<file path="config.mk">
export PLATFORM = sky130hd
export DESIGN_NAME = qspi_flash_reader
export DESIGN_NICKNAME = d
export VERILOG_FILES = /design/src/rtl/storage_pkg.sv /design/src/rtl/qspi_flash_reader_sck_gen.sv /design/src/rtl/qspi_flash_reader.sv
export SDC_FILE = /design/constraint.sdc
export NUM_CORES = 1
export LEC_CHECK = 0
export ABC_CLOCK_PERIOD_IN_PS = 3400
export BUFFER_PORTS_ARGS = -buffer_cell sky130_fd_sc_hd__buf_2
export CORE_MARGIN = 3
export CORE_UTILIZATION = 52
export CTS_BUF_LIST = sky130_fd_sc_hd__clkbuf_8
export DETAILED_ROUTE_END_ITERATION = 12
export GPL_TIMING_DRIVEN = 0
export PLACE_DENSITY_LB_ADDON = 0.25
export SLEW_MARGIN = 20
export SYNTH_ARGS = -nofsm -noshare
export SYNTH_HDL_FRONTEND = slang
export SYNTH_HIERARCHICAL = 1
export SYNTH_SLANG_ARGS = --single-unit
</file>
<file path="constraint.sdc">
create_clock -name clk -period 3.4 [get_ports clk]
set_input_delay 0.34 -clock clk [delete_from_list [all_inputs] [get_ports clk]]
set_output_delay 0.34 -clock clk [all_outputs]
set_load 0.01 [all_outputs]
</file>
<file path="src/rtl/storage_pkg.sv">
// rtl/storage_pkg.sv - shared QSPI read-engine types and constants
package storage_pkg;

    typedef enum logic [2:0] {
        ST_IDLE,
        ST_CMD,
        ST_ADDR,
        ST_DUMMY,
        ST_DATA,
        ST_GAP
    } qspi_state_e;

    localparam logic [7:0] QSPI_CMD_QUAD_READ = 8'h6B;
    localparam int         QSPI_CMD_BITS      = 8;
    localparam int         QSPI_ADDR_BITS     = 24;
    localparam int         QSPI_DUMMY_CYCLES  = 8;
    localparam int         QSPI_DATA_NIBBLES  = 8;

    // WP#/HOLD# driven high, IO1 is the only input while the bus is idle
    localparam logic [3:0] QSPI_IO_O_IDLE = 4'b1100;
    localparam logic [3:0] QSPI_IO_T_IDLE = 4'b0010;
    localparam logic [3:0] QSPI_IO_T_READ = 4'b1111;

endpackage

</file>
<file path="src/rtl/qspi_flash_reader_sck_gen.sv">
// rtl/qspi_flash_reader_sck_gen.sv - divided SPI clock with edge strobes
module qspi_sck_gen #(
    parameter int CLK_DIV = 1
) (
    input  logic clk,
    input  logic rst,
    input  logic enable,
    input  logic clear,
    output logic sck,
    output logic rise_tick,
    output logic fall_tick
);
    localparam int CW = (CLK_DIV > 1) ? $clog2(CLK_DIV) : 1;

    logic [CW-1:0] div_cnt;
    logic          wrap;

    // Strobes fire in the cycle before sck toggles, so the consumer acts on the toggling edge
    assign wrap      = enable && !clear && (div_cnt == CW'(CLK_DIV - 1));
    assign rise_tick = wrap && !sck;
    assign fall_tick = wrap && sck;

    always_ff @(posedge clk) begin
        if (rst || clear) begin
            div_cnt <= '0;
            sck     <= 1'b0;
        end else if (enable) begin
            if (wrap) begin
                div_cnt <= '0;
                sck     <= !sck;
            end else begin
                div_cnt <= div_cnt + CW'(1);
            end
        end
    end

endmodule

</file>
<file path="src/rtl/qspi_flash_reader.sv">
// rtl/qspi_flash_reader.sv - single-word QSPI quad output fast read engine
module qspi_flash_reader
    import storage_pkg::*;
#(
    parameter int ADDR_W  = 22,
    parameter int CLK_DIV = 1,
    parameter int CS_GAP  = 2
) (
    input  logic              clk,
    input  logic              rst,
    input  logic              req_valid,
    output logic              req_ready,
    input  logic [ADDR_W-1:0] req_addr,
    output logic              rsp_valid,
    output logic [31:0]       rsp_data,
    output logic              busy,
    output logic              qspi_ck_o,
    output logic              qspi_cs_o,
    output logic [3:0]        qspi_io_o,
    output logic [3:0]        qspi_io_t,
    input  logic [3:0]        qspi_io_i
);
    localparam int SHIFT_W = QSPI_CMD_BITS + QSPI_ADDR_BITS;
    localparam int GW      = (CS_GAP > 1) ? $clog2(CS_GAP) : 1;
    localparam logic [5:0] LAST_CMD   = 6'(QSPI_CMD_BITS - 1);
    localparam logic [5:0] LAST_ADDR  = 6'(SHIFT_W - 1);
    localparam logic [5:0] LAST_DUMMY = 6'(SHIFT_W + QSPI_DUMMY_CYCLES - 1);
    localparam logic [5:0] LAST_DATA  = 6'(SHIFT_W + QSPI_DUMMY_CYCLES + QSPI_DATA_NIBBLES - 1);

    qspi_state_e        state, state_next;
    logic [5:0]         sck_cnt;
    logic [SHIFT_W-1:0] shift;
    logic [31:0]        data_buf;
    logic [GW-1:0]      gap_cnt;
    logic               sck_en, rise_tick, fall_tick, done, accept;

    assign accept = req_valid && req_ready;
    assign sck_en = (state == ST_CMD) || (state == ST_ADDR) || (state == ST_DUMMY) || (state == ST_DATA);
    assign done   = (state == ST_DATA) && fall_tick && (sck_cnt == LAST_DATA);

    qspi_sck_gen #(.CLK_DIV(CLK_DIV)) u_sck_gen (
        .clk       (clk),
        .rst       (rst),
        .enable    (sck_en),
        .clear     (!sck_en),
        .sck       (qspi_ck_o),
        .rise_tick (rise_tick),
        .fall_tick (fall_tick)
    );

    always_ff @(posedge clk) begin
        if (rst) state <= ST_IDLE;
        else     state <= state_next;
    end

    always_comb begin
        state_next = state;
        case (state)
            ST_IDLE:  if (req_valid) state_next = ST_CMD;
            ST_CMD:   if (fall_tick && sck_cnt == LAST_CMD) state_next = ST_ADDR;
            ST_ADDR:  if (fall_tick && sck_cnt == LAST_ADDR) state_next = ST_DUMMY;
            ST_DUMMY: if (fall_tick && sck_cnt == LAST_DUMMY) state_next = ST_DATA;
            ST_DATA:  if (done) state_next = ST_GAP;
            ST_GAP:   if (gap_cnt == GW'(CS_GAP - 1)) state_next = ST_IDLE;
            default:  state_next = ST_IDLE;
        endcase
    end

    always_comb begin
        req_ready = 1'b0;
        busy      = 1'b1;
        qspi_cs_o = 1'b0;
        qspi_io_o = QSPI_IO_O_IDLE;
        qspi_io_t = QSPI_IO_T_IDLE;
        case (state)
            ST_IDLE: begin
                req_ready = 1'b1;
                busy      = 1'b0;
                qspi_cs_o = 1'b1;
            end
            ST_CMD, ST_ADDR:   qspi_io_o = {3'b110, shift[SHIFT_W-1]};
            ST_DUMMY, ST_DATA: qspi_io_t = QSPI_IO_T_READ;
            ST_GAP:            qspi_cs_o = 1'b1;
            default: ;
        endcase
    end

    // sck_cnt counts completed SCK periods; in DATA its low bits are the nibble index
    always_ff @(posedge clk) begin
        if (rst) begin
            shift     <= '0;
            sck_cnt   <= '0;
            data_buf  <= '0;
            gap_cnt   <= '0;
            rsp_valid <= 1'b0;
            rsp_data  <= '0;
        end else begin
            rsp_valid <= done;
            if (state == ST_IDLE) begin
                sck_cnt <= '0;
                gap_cnt <= '0;
                if (accept) shift <= {QSPI_CMD_QUAD_READ, QSPI_ADDR_BITS'({req_addr, 2'b00})};
            end
            if (state == ST_GAP) gap_cnt <= gap_cnt + GW'(1);
            if (fall_tick) begin
                sck_cnt <= sck_cnt + 6'd1;
                shift   <= shift << 1;
            end
            // High nibble first within a byte, first byte into bits [7:0]
            if (rise_tick && state == ST_DATA)
                data_buf[{sck_cnt[2:1], ~sck_cnt[0], 2'b00} +: 4] <= qspi_io_i;
            if (done) rsp_data <= data_buf;
        end
    end

endmodule

</file>
# == After elaboration in Yosys (flattened, before gate mapping) ==
# Cells that the tools add are included.
# word_totals
input_bits,29
regBits,108
out_inout_bits,45
elab_cells,79
# classes
n_eq_ne,15
shift,2
n_bitwise,2
n_addsub,4
muxes,21
n_reduce_logical,26
# op_table
cell,count
32-bit two-way mux,3
32-bit bitwise mux,1
4-bit by 7-bit variable shift with 32-bit output (first input constant),1
4-bit by 7-bit indexed part select with 32-bit output,1
3-bit two-way mux,6
3-bit one-hot mux with 6 select lines,1
6-bit equality test (second input constant),2
6-bit two-way mux,2
1-bit logical AND,10
1-bit two-way mux,7
5-bit negation with 7-bit output,1
6-bit by 1-bit adder with 6-bit output (second input constant),1
3-bit by 2-bit equality test with 1-bit output (second input constant),2
3-bit equality test (second input constant),2
6-bit by 3-bit equality test with 1-bit output (second input constant),1
6-bit by 5-bit equality test with 1-bit output (second input constant),1
2-bit by 1-bit inequality test with 1-bit output (second input constant),3
2-bit inequality test (second input constant),3
6-bit AND reduction,1
2-bit nonzero test,3
2-bit OR reduction,3
1-bit logical OR,4
4-bit two-way mux,1
2-bit AND reduction,2
other kinds (5),8

# == Logic depth before layout (Yosys ltp) ==
# Gate-level depths: netlist of the first run.
# logic_depth
depth_word,10
mapped_depth,13
mapped_depth_nobuf,9

# == Hierarchy ==
# The synthesis of the first run kept the hierarchy.
# by_module_without_submodules
mod,cells_each,area_per_inst_um2,seq_area_each_um2,n_inst
qspi_flash_reader,496,4411.7,2102.0,1
qspi_sck_gen,8,98.8,40.0,1

# == Worst setup path before layout of the first run ==
# Ideal clock, no wire load.
# synth_timing
path_kind,reg-to-reg
start,register state[2]
end,register rsp_data[10]
t_arrival_ps,2422
stages_incl_launch_ff,14
required_time_ps,3268
path_slack_ps,846
cell_sequence,dfxtp_1 > clkbuf_1 > nor3_2 > inv_1 > and2_1 > nor2b_4 > and3b_2 > buf_2 > nand3b_1 > or4_1 > buf_2 > buf_6 > nand2_1 > a21oi_1
# synth_between
elab_chain_len,8
elab_cells_between_ends,11
classes_between,eq/ne: 4; reduce/logical: 7
# synth_rtl
element,line,text
"start, declared",qspi_flash_reader.sv:30,"qspi_state_e state, state_next;"
"start signal, assigned",qspi_flash_reader.sv:53,else state <= state_next;
3-bit by 1-bit equality test with 1-bit output or 3-bit by 2-bit equality test with 1-bit output (tied branches),qspi_flash_reader.sv:38,assign sck_en = (state == ST_CMD) || (state == ST_ADDR) || (state == ST_DUMMY) || (state == ST_DATA);
1-bit logical OR (2 in a row),qspi_flash_reader.sv:38,
1-bit logical OR *,qspi_flash_reader.sv:38,
named net sck_en,qspi_flash_reader.sv:35,"logic sck_en, rise_tick, fall_tick, done, accept;"
1-bit logical AND *,qspi_flash_reader_sck_gen.sv:19,assign wrap = enable && !clear && (div_cnt == CW'(CLK_DIV - 1));
1-bit logical AND *,qspi_flash_reader_sck_gen.sv:21,assign fall_tick = wrap && sck;
named net fall_tick,qspi_flash_reader.sv:35,
1-bit logical AND * (2 in a row),qspi_flash_reader.sv:39,assign done = (state == ST_DATA) && fall_tick && (sck_cnt == LAST_DATA);
"end signal, assigned",qspi_flash_reader.sv:112,if (done) rsp_data <= data_buf;
"end, declared",qspi_flash_reader.sv:15,"output logic [31:0] rsp_data,"
# The timed path passes the listed nets; every way through them passes the cells marked *.
# A chain may end at the register's enable or synchronous reset.

# == Final worst setup path of the first run ==
# layout_timing
start,register state[2]
end,register rsp_data[13]
# The elaborated chain is that of the path after synthesis.

==> results of run 1 <==
report_power, final:
group	leakage (nW)	switching, mW	total (mW)	internal [mW]
registers	0.868	0.0197	1.31	1.29
clock network	0.100	0.441	0.737	0.296
logic	1.13	0.105	0.177	0.0720
cell usage after synthesis, types with 2 or more instances:
cell | n | area, um2
sky130_fd_sc_hd__a31oi_1 | 3 | 18.8
sky130_fd_sc_hd__xnor2_1 | 2 | 17.5
sky130_fd_sc_hd__ha_1 | 4 | 50.1
sky130_fd_sc_hd__or3_1 | 2 | 12.5
sky130_fd_sc_hd__inv_1 | 6 | 22.5
sky130_fd_sc_hd__buf_6 | 3 | 33.8
sky130_fd_sc_hd__a21oi_1 | 44 | 220
sky130_fd_sc_hd__a22oi_1 | 3 | 22.5
sky130_fd_sc_hd__nand2b_1 | 2 | 12.5
sky130_fd_sc_hd__and3b_1 | 2 | 17.5
sky130_fd_sc_hd__o21ai_0 | 6 | 30.0
sky130_fd_sc_hd__or4_1 | 3 | 22.5
sky130_fd_sc_hd__clkbuf_1 | 22 | 82.6
sky130_fd_sc_hd__nor4b_1 | 2 | 17.5
sky130_fd_sc_hd__mux2i_1 | 53 | 531
sky130_fd_sc_hd__conb_1 | 2 | 7.51
sky130_fd_sc_hd__nand3_1 | 3 | 15.0
sky130_fd_sc_hd__nor4_1 | 2 | 12.5
sky130_fd_sc_hd__dfxtp_1 | 107 | 2140
sky130_fd_sc_hd__and2_1 | 6 | 37.5
sky130_fd_sc_hd__nor3_1 | 6 | 30.0
sky130_fd_sc_hd__nand3b_1 | 2 | 15.0
sky130_fd_sc_hd__and4b_1 | 2 | 20.0
sky130_fd_sc_hd__nor2_1 | 58 | 218
sky130_fd_sc_hd__buf_2 | 10 | 50.1
sky130_fd_sc_hd__nor3b_1 | 5 | 37.5
sky130_fd_sc_hd__o221a_2 | 5 | 56.3
sky130_fd_sc_hd__nor3_2 | 2 | 20.0
sky130_fd_sc_hd__nand2_1 | 76 | 285
sky130_fd_sc_hd__a211oi_1 | 23 | 173
sky130_fd_sc_hd__buf_4 | 9 | 67.6
sky130_fd_sc_hd__nand4_1 | 10 | 62.6
sky130_fd_sc_hd__nor2b_1 | 5 | 31.3
per-layer routing:
layer,global-route usage,vias to the layer above,routed length [um]
met2,0.336,78,4650
met3,0.0449,11,500
li1,-,1885,-
met5,0,-,0
met1,0.281,1749,4680
met4,0.0641,0,106
cells by family after synthesis:
logic type	after synthesis	synth area share
and+or+nand+nor	196	0.210
DFF	107	0.475
AOI/OAI and AO/OA	88	0.122
muxes	53	0.118
buffers and inverters	52	0.0588
adders and majority gates	4	0.0111
other	2	0.00166
xor gates and xnor gates	2	0.00388
final cells by class:
type | count | area, um2
fillers | 742 | 3120
plain buffers | 45 | 239
clock inverters | 6 | 50.0
multi-input cells | 347 | 2110
repair buffers | 69 | 345
flip-flops and latches | 107 | 2140
inverters | 7 | 26.3
well taps | 105 | 131
clock buffers | 10 | 138
stage by stage:
step                instance area, um2  utilization
finish                            5180        0.624
global route                      5180        0.624
CTS                               5180        0.624
detailed placement                4990        0.602
global placement                  4990        0.602
floorplan                         4520            -
flip-flops by register name (all words and copies together), names as in the netlist:
register,flops
data_buf,32
gap_cnt,1
state,3
u_sck_gen/sck,1
rsp_data,32
shift,30
rsp_valid,1
u_sck_gen/div_cnt,1
sck_cnt,6
cell usage in the layout, fill, tap and decap left out, drive strengths merged, types with 6 or more instances in the layout:
cell type,count
dfxtp,107
nand2,76
o21ai,6
and2,6
clkbuf,33
a211oi,23
nor3,8
nand4,10
inv,9
mux2i,53
nor2b,6
buf,91
nor2,58
a21oi,44
path summary, 6_finish.rpt:
check | start | to | slack (ns) | depth (start not counted)
hold / removal | rst | u_sck_gen/sck$_SDFFE_PP0P_ | 0.19 | 2
hold reg to reg | rsp_data[9]$_SDFFE_PP0P_ | rsp_data[9]$_SDFFE_PP0P_ | 0.45 | 2
setup / recovery | state[2]$_SDFFE_PP0P_ | rsp_data[13]$_SDFFE_PP0P_ | 0.42 | 12
setup reg to reg | state[2]$_SDFFE_PP0P_ | rsp_data[13]$_SDFFE_PP0P_ | 0.42 | 12
==> results.md, run 1 <==
- The post-synthesis async set-or-reset flop share is 0.
- The flow ran to the end, and the final reports show no timing, DRC or antenna violations.
- The effective utilization at floorplan is 0.543.
- The clock-pin slew on the worst setup and hold paths is 0.10 ns.
- The final critical path time including I/O delays and setup is 2.98 ns.
- The clock latency of the later-clocked register in the worst-skew pair is 0.36 ns.
- The share of final-layout standard cells stronger than drive strength 1 is 0.205.
- The via count is roughly 3700.
- Input and output buffers added on the ports amount to 69.
- The type of the setup path with the least slack is reg -> reg.
- The global-route wire length before repair is 17.0 mm.
- Dividing the detail-routed wire length by the instance count gives 14.3 um.
- The area of the placeable core is 0.00830 mm2.
- The number of hold buffers added after CTS was 0.
- The number of warnings reported in the yosys synthesis log is 6.
- In the synthesized netlist the dominant register cell turns out to be sky130_fd_sc_hd__dfxtp_1.
- The half-perimeter wire length after detailed placement is 7.22 mm.
- The initial antenna violation count is 0.
- The final global-route overflow total is 0.
- The CTS tree is built.
- The post-detailed-route via-to-cell ratio is roughly 5.3.
- The worst setup path is captured at a flop.
- Summed over all layers, the routed wires come to a little under 10 mm.
- The number of global-route vias before repair is 3676.
- The leakage power is ~2.1 nW.
- The number of setup violations in the final report is 0.
- Dividing the synthesized area by the synthesized cell count gives 8.95 um2.
- Together, buffers and inverters on the worst path number 4.
- The die outline height is 99.1 um.
- TritonCTS created 9 clock buffers.
- The setup clock skew after layout is about 0.012 ns.
- Gates resized during post-CTS repair numbered 0.
- The total DRC errors in the routed layout is 0.
- The H-tree depth is 3.
- The power density over the cells is 429 mW/mm2.
- STA puts the critical path data required time at 3.68 ns.
- Timing would allow up to 336 MHz.
- The number of nets in the final layout is between 600 and 700.
- The global placement routability congestion is 0.814.
- The number of distinct library cell variants in the gate-level netlist after synthesis is 47.
- The number of synthesized register bits is approximately 110.
- The synthesized design contains 0 enable-type register cells.
- The die is 99.1 um wide.
- The worst slew margin relative to its limit is 0.522.
- The final-report max-slew violation count came to 0.
- The highest-delay cell along the critical path is sky130_fd_sc_hd__nor4_2.
- Final hold analysis gives a worst-case slack of roughly 0.19 ns.
- Max-cap violations in this run came to 0.
- The area growth from synthesis to layout is 14.9%.
- In this run, placement finished with an instance count of 680.
- The setup TNS after final layout is 0 ns.
- Across the VDD grid, the largest voltage drop is 0.000232 V.
- Entering global routing, the biggest net connects 19 pins.
- The count of nets left with antenna violations once routing finished came out at 0.
- Data on the critical path arrives at its endpoint at 3.26 ns.
- Synthesis handed over a netlist of approximately 500 instances.
- Buffers added to address setup during post-CTS repair amount to 0.
- The overall track demand over capacity in global routing is 0.208.
- Setup repair after global routing left no endpoint under its margin.
- Walking the worst path, the cells encountered are clkbuf_1 > nor3_2 > inv_1 > and2_1 > nor2b_4 > and3b_2 > buf_2 > nand3b_1 > nor4_2 > buf_2 > nand2_1 > a21oi_1.
- The floorplan step defined a die boundary enclosing 0.00983 mm2.
- The floorplan has 33 rows.
- The family of cells with the greatest summed delay on the critical path is simple AND/OR/NAND/NOR gates.
- During I/O placement, the number of pins put on the boundary was 74.
- The final-report hold violation count is 0.
- The total power draw is 2.22 mW.
- The delay of the slowest cell on the worst path is 0.53 ns.
- The transition time of the tightest slew-check pin is 0.716 ns.
- The count of cells in the finished layout, fillers not included, comes to slightly below 700.
- 0 antenna diodes ended up in the layout.
- The most frequent cell on the critical path is sky130_fd_sc_hd__buf_2.
- The kind of start point of the critical path is a flop.
- The clock passes through at most 2 buffers.
- For this design, the sink count on the clock tree is around 110.
- The final cycle utilization of the critical path is 0.876.
- For this run, the register share of the synthesized area comes to 0.475.
- Along the worst path, the maximum fanout reaches 10.
- The synthesized netlist occupies a cell area of 0.00451 mm2.
- The worst-case setup slack after placement is 0.449 ns.
- The worst path meets setup with around 0.42 ns of slack.
- For this run, the detailed router's first-pass iteration total came to 5.
- The root buffer cell chosen for the clock tree is sky130_fd_sc_hd__clkbuf_8.
- The worst hold-check path type is in -> reg.
- The violation count after the first detailed-routing iteration is 169.
Power figures use the tool's default switching activity.
==> inputs of run 2 (changes only) <==
--- a/config.mk
+++ b/config.mk
@@ -9,3 +9,3 @@
 export BUFFER_PORTS_ARGS = -buffer_cell sky130_fd_sc_hd__buf_2
-export CORE_MARGIN = 3
+export CORE_MARGIN = 1.5
 export CORE_UTILIZATION = 52
--- a/constraint.sdc
+++ b/constraint.sdc
@@ -3,2 +3,2 @@
 set_output_delay 0.34 -clock clk [all_outputs]
-set_load 0.01 [all_outputs]
+set_load 0.05 [all_outputs]
==> results.md, run 2 (synthesis gave the netlist of run 1 again) <==
- In this run the power density over the cells is 442 mW/mm2.
- The initial antenna violation count is 0.
- Of the total power, registers draw 0.570.
- The area growth from synthesis to layout is 15.2%.
- The run finished with clean final reports.
- The required time of the worst setup path is between 3 and 4 ns.
- The number of clock sinks is 107.
- Measured on the finished design, the core utilization comes to 0.626.
- The data arrival at the endpoint of the critical path is 3.29 ns.
- The port buffer count is 69.
- The fraction of power spent switching nets is 0.257.
- The master cell of the clock root buffer is sky130_fd_sc_hd__clkbuf_8.
- TritonCTS built the clock tree.
- The overall track demand over capacity in global routing is 0.221.
- The routed length on met3 is 339 um.
- For the worst-skew pair, the clock arrives at the later sink with an insertion delay of 0.37 ns.
- The floorplan die width is ~96 um.
- The die is 96.1 um tall.
- The routed design has between 9 and 10 mm of wire.
- The H-tree depth is 3.
- In the final layout, the share of cells above drive strength 1 is 0.205.
- In the final layout, flip-flops and latches occupy 0.00214 mm2.
- The total overflow left after global routing is 0.
- The number of gates resized after CTS was 0.
- The most common cell after layout, fill and taps aside is sky130_fd_sc_hd__dfxtp_1.
- The routed length on met1 is 4.79 mm.
- The repair_antennas step left the layout with diodes totalling 0.
- The first global-routing pass estimated approximately 16 mm of wire.
- After filler insertion, the fill cell instance count of the layout stands at 735.
- Buffers inserted during clock tree synthesis total 9.
- Summing all multi-input logic gate instances after layout gives roughly 0.0021 mm2.
- The global placement routability congestion is 0.826.
- The via count is 3732.
- The violation count after the first detailed-routing iteration is 193.
- STA classifies the critical path startpoint as a flop.
- The type of the setup path with the least slack is reg -> reg.
- In the final layout, the registers with the most flip-flops are data_buf x32, rsp_data x32, shift x30.
- Detailed placement finished with a half-perimeter wire length of 7.04 mm.
- Entering global routing, the biggest net connects 19 pins.
- The top routing layer in use is met4.
- Post-CTS timing repair inserted 0 buffers for setup.
- The worst setup path is captured at a flop.
- The routed design uses 4.56 mm of met2 wire.
- The final-report hold violation count is 0.
- In this run the worst hold path is classified as in -> reg.
- Measured against its own limit, the worst slew margin works out to 0.538.
- The transition time of the tightest slew-check pin is 0.693 ns.
- The number of standard-cell rows in the floorplan is 33.
- The first detailed-routing pass took 4 iterations.
- The area of the placeable core is between 0.008 and 0.009 mm2.
- In the layout the commonest cells are sky130_fd_sc_hd__dfxtp_1 (107), sky130_fd_sc_hd__buf_2 (79), sky130_fd_sc_hd__nand2_1 (76), sky130_fd_sc_hd__nor2_1 (58), sky130_fd_sc_hd__mux2i_1 (53).
- The clock-pin slew on the worst setup and hold paths is about 0.1 ns.
- On the worst path, the slowest cell contributes a delay of approximately 0.55 ns.
- The number of global-route vias before repair was 3415.
- Setup repair after global routing left no endpoint under its margin.
- The die covers 0.00924 mm2.
- The internal power consumption is roughly 1.7 mW.
- The portion of total power attributed to the clock network is 0.343.
- The number of max-cap violations is 0.
- The highest fanout seen on the critical path is 10.
- For this run, design rule violations remaining after detail routing come to 0.
- The highest-delay cell along the critical path is sky130_fd_sc_hd__nor4_2.
- The number of cells on the worst hold path is 2.
- In this run the remaining antenna-violating nets after routing total 0.
- The setup clock skew after layout is 0.0131 ns.
- After the last flow step, the layout net total stands at 619.
- The number of setup violations in the final report is 0.
- The final-report max-slew violation count is 0.
- The final critical path time including I/O delays and setup is 3.00 ns.
- In this run the deepest clock path goes through 2 buffers.
- Measured in cells, the most critical reg-to-reg path has a length of 12.
- For this configuration, the core starts out at a cell density of 0.543.
- Dividing the detail-routed via count by the number of cells gives 5.36.
- The number of hold buffers added after cts is 0.
- The I/O pin total is 74.
- The signal on the critical path passes through clkbuf_1 > nor3_2 > inv_1 > and2_1 > nor2b_4 > and3b_2 > buf_2 > nand3b_1 > nor4_2 > buf_2 > nand2_1 > a21oi_1.
- The fmax is around 330 MHz.
- In this run the static leakage power is 2.10 nW.
- Across the VDD grid, the largest voltage drop is between 0.00015 and 0.0002 V.
- Of the total power, combinational logic draws 0.087.
- The most frequent cell on the critical path is sky130_fd_sc_hd__buf_2.
- The final cycle utilization of the critical path is 0.883.
- Adding up every negative setup slack in the final design gives 0 ns.
- The switching power is around 0.59 mW.
- Dividing the detail-routed wire length by the instance count gives 14.1 um.
run 2: critical path: cells and delay by family (launching register included):
kind | cells | cell delay [ns]
simple gates | 7 | 1.46
buf+inv | 4 | 1.00
flops | 1 | 0.32
compound gates | 1 | 0.14
run 2: layer usage:
layer,global-route usage,vias up
met1,0.295,1775
met3,0.0324,8
met2,0.362,62
li1,-,1887
met4,0.0833,0
met5,0,-
run 2: cell type report:
cell class | instances | area share
Sequential cell | 107 | 0.412
Multi-Input combinational cell | 347 | 0.406
Timing Repair Buffer | 69 | 0.0665
Buffer | 45 | 0.0460
Tap cell | 105 | 0.0253
Clock buffer | 9 | 0.0238
Clock inverter | 7 | 0.0147
Inverter | 7 | 0.00506
run 2: power groups by stage:
stage | Sequential [mW] | Clock, mW | Combinational (mW)
floorplan | 1.33 | 0 | 0.140
global placement | 1.33 | 0 | 0.193
detailed placement | 1.34 | 0 | 0.198
CTS | 1.31 | 0.795 | 0.199
global route | 1.31 | 0.841 | 0.219
finish | 1.31 | 0.788 | 0.199
run 2: metrics by stage:
| step | hold slack [ns] | area (um2) | cells | setup slack (ns) | power, mW |
|---|---|---|---|---|---|
| detailed placement | 0.443 | 4990 | 680 | 0.469 | 1.53 |
| global placement | 0.438 | 4990 | 680 | 0.504 | 1.53 |
| CTS | 0.178 | 5190 | 696 | 0.425 | 2.30 |
| floorplan | 0.411 | 4520 | 506 | 0.0742 | 1.47 |
| finish | 0.195 | 5190 | 696 | 0.397 | 2.29 |
| global route | 0.186 | 5190 | 696 | 0.116 | 2.37 |
run 2: final timing paths:
check / from / end / slack (ns)
min: rst / u_sck_gen/sck$_SDFFE_PP0P_ / 0.19
max: state[2]$_SDFFE_PP0P_ / rsp_data[13]$_SDFFE_PP0P_ / 0.40
min reg2reg: rsp_data[23]$_SDFFE_PP0P_ / rsp_data[23]$_SDFFE_PP0P_ / 0.46
max reg2reg: state[2]$_SDFFE_PP0P_ / rsp_data[13]$_SDFFE_PP0P_ / 0.40
==> inputs of run 3 (changes only) <==
Settings changed: ABC_AREA set to 1, PLACE_DENSITY set to 0.74, PLACE_DENSITY_LB_ADDON 0.25 to unset, SKIP_CTS_REPAIR_TIMING set to 1.
==> results.md, run 3 <==
- The H-tree depth is 3.
- The number of global-route vias before repair was 3588.
- IR analysis of the VDD net gives a maximum drop of ~0.00062 V.
- The tree built by TritonCTS fans out to roughly 110 sinks.
- By startpoint and endpoint, the worst setup path is classified as reg -> reg.
- Total power for the finished layout comes to 3.15 mW.
- After the last flow step, the layout net total stands at 708.
- The largest registers in the layout are data_buf x32, rsp_data x32, shift x30.
- The initialized floorplan defines 33 standard-cell rows.
- The aggregate routed wire length is 9.76 mm.
- The number of buffers and inverters on the critical path is 6.
- Routability-driven placement finished with a final weighted congestion of approximately 0.85.
- After detailed routing, the number of remaining DRC violations is 0.
- The cell that appears most often on the critical path is sky130_fd_sc_hd__inv_1.
- The number of max-cap violations is 0.
- The gate count after technology mapping is 593.
- Using the TritonRoute via totals, the vias-per-cell ratio works out to slightly above 5.
- The fmax is 353 MHz.
- Setup repair after global routing left no endpoint under its margin.
- The repair_antennas step left the layout with diodes totalling 0.
- The kind of cell with the highest combined delay along the critical path is simple AND/OR/NAND/NOR gates.
- Of the total power, the share spent switching nets is 0.369.
- Compared with the post-synthesis result, the final layout area differs by 15.0%.
- The die covers 0.00929 mm2.
- For the pin with the worst max-slew slack, the measured transition is roughly 0.57 ns.
- Setup violations remaining at the end of the flow were counted as 0.
- The post-detailed-placement cell area is 0.00502 mm2.
- Entering global routing, the biggest net connects 19 pins.
- The final global-route overflow total is 0.
- The global-route wire length before repair is 16.0 mm.
- The clock latency of the later-clocked register in the worst-skew pair is 0.38 ns.
- The biggest area contributor in the post-synthesis netlist is sky130_fd_sc_hd__dfxtp_1.
- In the layout the commonest cells are sky130_fd_sc_hd__nand2_1 (107), sky130_fd_sc_hd__dfxtp_1 (107), sky130_fd_sc_hd__buf_2 (77), sky130_fd_sc_hd__a21oi_1 (71), sky130_fd_sc_hd__inv_1 (69).
- The switching power is approximately 1.2 mW.
- For this design the static power due to leakage is 2.24 nW.
- The number of warnings reported in the yosys synthesis log is 6.
- The area of the placeable core is 0.00834 mm2.
- The floorplan step set the die width to 96.4 um.
- The tightest hold path in the finished design has a slack of 0.198 ns.
- The number of distinct library cell variants in the gate-level netlist after synthesis is 33.
- After clock tree synthesis, the clock-pin slew on the worst setup and hold paths is ~0.1 ns.
- The multiplexer share of the synthesized area is 0.
- Traced cell by cell, the critical path runs through inv_1 > nor3_1 > or2_2 > inv_1 > nand2_1 > inv_1 > inv_2 > nand4_1 > inv_1 > nand2_1 > nor2_1 > nand3_2 > buf_2 > o21ai_0 > a21oi_1.
- Measured along the y axis, the die boundary spans a little under 100 um.
- Of the total synthesized cell area, the portion taken by XOR and XNOR cells is 0.
- Dividing the detail-routed wire length by the instance count gives 12.4 um.
- Counting the buffers created by CTS gives 9.
- The worst slew margin relative to its limit is 0.619.
- The maximum buffer depth of the clock tree is 2.
- The flow ran to the end, and the final reports show no timing, DRC or antenna violations.
- The post-synthesis compound-gate area fraction is 0.211.
- The initial utilization of the core area, before any placement, comes to 0.544.
- The clock arrives with 0.0103 ns of skew.
- The final-report max-slew violation count was 0.
- The highest fanout seen on the critical path is 10.
- Clock tree synthesis selected as its root buffer the cell sky130_fd_sc_hd__clkbuf_8.
- After the first detailed-routing iteration, the DRC count stood at 141.
- The design area is 0.00521 mm2.
- The highest-delay cell along the critical path is sky130_fd_sc_hd__dfxtp_1.
- The power share of the combinational group is 0.291.
- Before antenna repair, the detailed router went through 4 iterations.
- Dividing total power by cell area gives a power density of 604 mW/mm2.
- The final-report hold violation count is 0.
- Yosys mapped a number of flops with a built-in enable equal to 0.
- The data arrival at the endpoint of the critical path is 3.09 ns.
- Of the available clock period, the critical path in the final layout requires 0.833.
- Counting I/O delays and the setup requirement, the final critical path takes roughly 2.8 ns.
- The portion of total power attributed to the clock network is 0.245.
- After synthesis, the mean cell area works out to 7.64 um2.
- For the worst setup path, the data required time is 3.66 ns.
- The cell area that synthesis handed to floorplanning was 0.00453 mm2.
- For this run, the register share of the synthesized area comes to 0.473.
- The internal portion of the total power is 1.98 mW.
- The simple-gate portion of the synthesized area is 0.196.
- After synthesis, the cell types taking the most area are sky130_fd_sc_hd__dfxtp_1 (47%), sky130_fd_sc_hd__nand2_1 (8.9%), sky130_fd_sc_hd__a21oi_1 (7.8%).
- STA classifies the critical path endpoint as a flop.
- The most instantiated flip-flop cell in the synthesis netlist is sky130_fd_sc_hd__dfxtp_1.
- Counting flops and latches in the post-synthesis netlist gives 107.
- The via count is between 4000 and 5000.
- The wire-length estimate of the detail-placed layout is approximately 7 mm.
- For this run, asynchronously set or reset flops after synthesis account for 0.
- In the final layout, the share of cells above drive strength 1 is 0.199.
- The remaining antenna violation count is 0.
- The initial antenna violation count is 0.
- TritonCTS built the clock tree.
- The kind of start point of the critical path is a flop.
- The worst hold path belongs to the class in -> reg.
- Of the post-synthesis cell area, the dominant cell type holds 0.473.
- The commonest cells after synthesis are sky130_fd_sc_hd__dfxtp_1 (107), sky130_fd_sc_hd__nand2_1 (107), sky130_fd_sc_hd__a21oi_1 (71).
- The setup TNS after final layout is 0 ns.
- The delay of the slowest cell on the worst path is 0.48 ns.
- For this run, the total global-route usage over all layers was measured as 0.224.
- Of the total synthesized cell area, the portion taken by full adders, half adders and majority gates is 0.0110.
- The share of total power dissipated in sequential elements is 0.463.
- The count of buffers added on input and output ports is between 60 and 70.
- The I/O pin total is 74.
- The main combinational cell family by area after synthesis is compound AO/OA/AOI/OAI gates.
run 3: changes by cell type after synthesis, sizes merged, moves of 8 or more:
| cell | change |
|---|---|
| a211oi | -22 |
| a21oi | +27 |
| a31oi | +18 |
| clkbuf | -8 |
| inv | +70 |
| mux2i | -53 |
| nand2 | +37 |
| nand3 | +10 |
| nor2 | -8 |
| o21ai | +75 |
run 3: per-stage QoR:
step	util	setup slack, ns	cells
finish	0.625	0.569	785
global route	0.625	0.270	785
CTS	0.625	0.581	785
detailed placement	0.602	0.597	769
global placement	0.602	0.699	769
floorplan	-	1.22	595
run 3: cell families (layout without fill, tap and decap cells):
family                   count (synthesis)  after routing
AND/OR/NAND/NOR                        188            188
AO/OA/AOI/OAI                          180            180
buffers and inverters                  112            197
flip-flops                             107            107
adder cells (fa/ha/maj)                  4              4
other                                    2              4
run 3: power groups by stage:
stage / Clock (mW) / Sequential [mW] / Combinational (mW)
finish: 0.771 / 1.46 / 0.916
global route: 0.836 / 1.47 / 1.01
CTS: 0.781 / 1.46 / 0.918
detailed placement: 0 / 1.48 / 0.914
global placement: 0 / 1.48 / 0.903
floorplan: 0 / 1.48 / 0.734
run 3: layout make-up:
type,instances,area (um2)
multi-input combinational,376,1910
buffer,36,205
tap,105,131
sequential,107,2140
fill,817,3130
inverter,76,285
clock inverter,5,42.5
timing repair buffer,69,345
clock buffer,11,151
run 3: final timing paths:
kind                                  start                             end  slack (ns)  cells after the start
setup / recovery      state[0]$_SDFFE_PP0P_       rsp_data[11]$_SDFFE_PP0P_        0.57                     15
hold / removal                          rst  u_sck_gen/div_cnt$_SDFFE_PP0P_        0.20                      2
setup reg to reg      state[0]$_SDFFE_PP0P_       rsp_data[11]$_SDFFE_PP0P_        0.57                     15
hold reg to reg   rsp_data[23]$_SDFFE_PP0P_       rsp_data[23]$_SDFFE_PP0P_        0.45                      2
run 3: per-layer routing:
metal	up-vias	wire, um	track usage
li1	2091	-	-
met1	1799	4520	0.273
met2	99	4630	0.390
met3	14	438	0.0355
met4	0	178	0.0942
met5	-	0	0
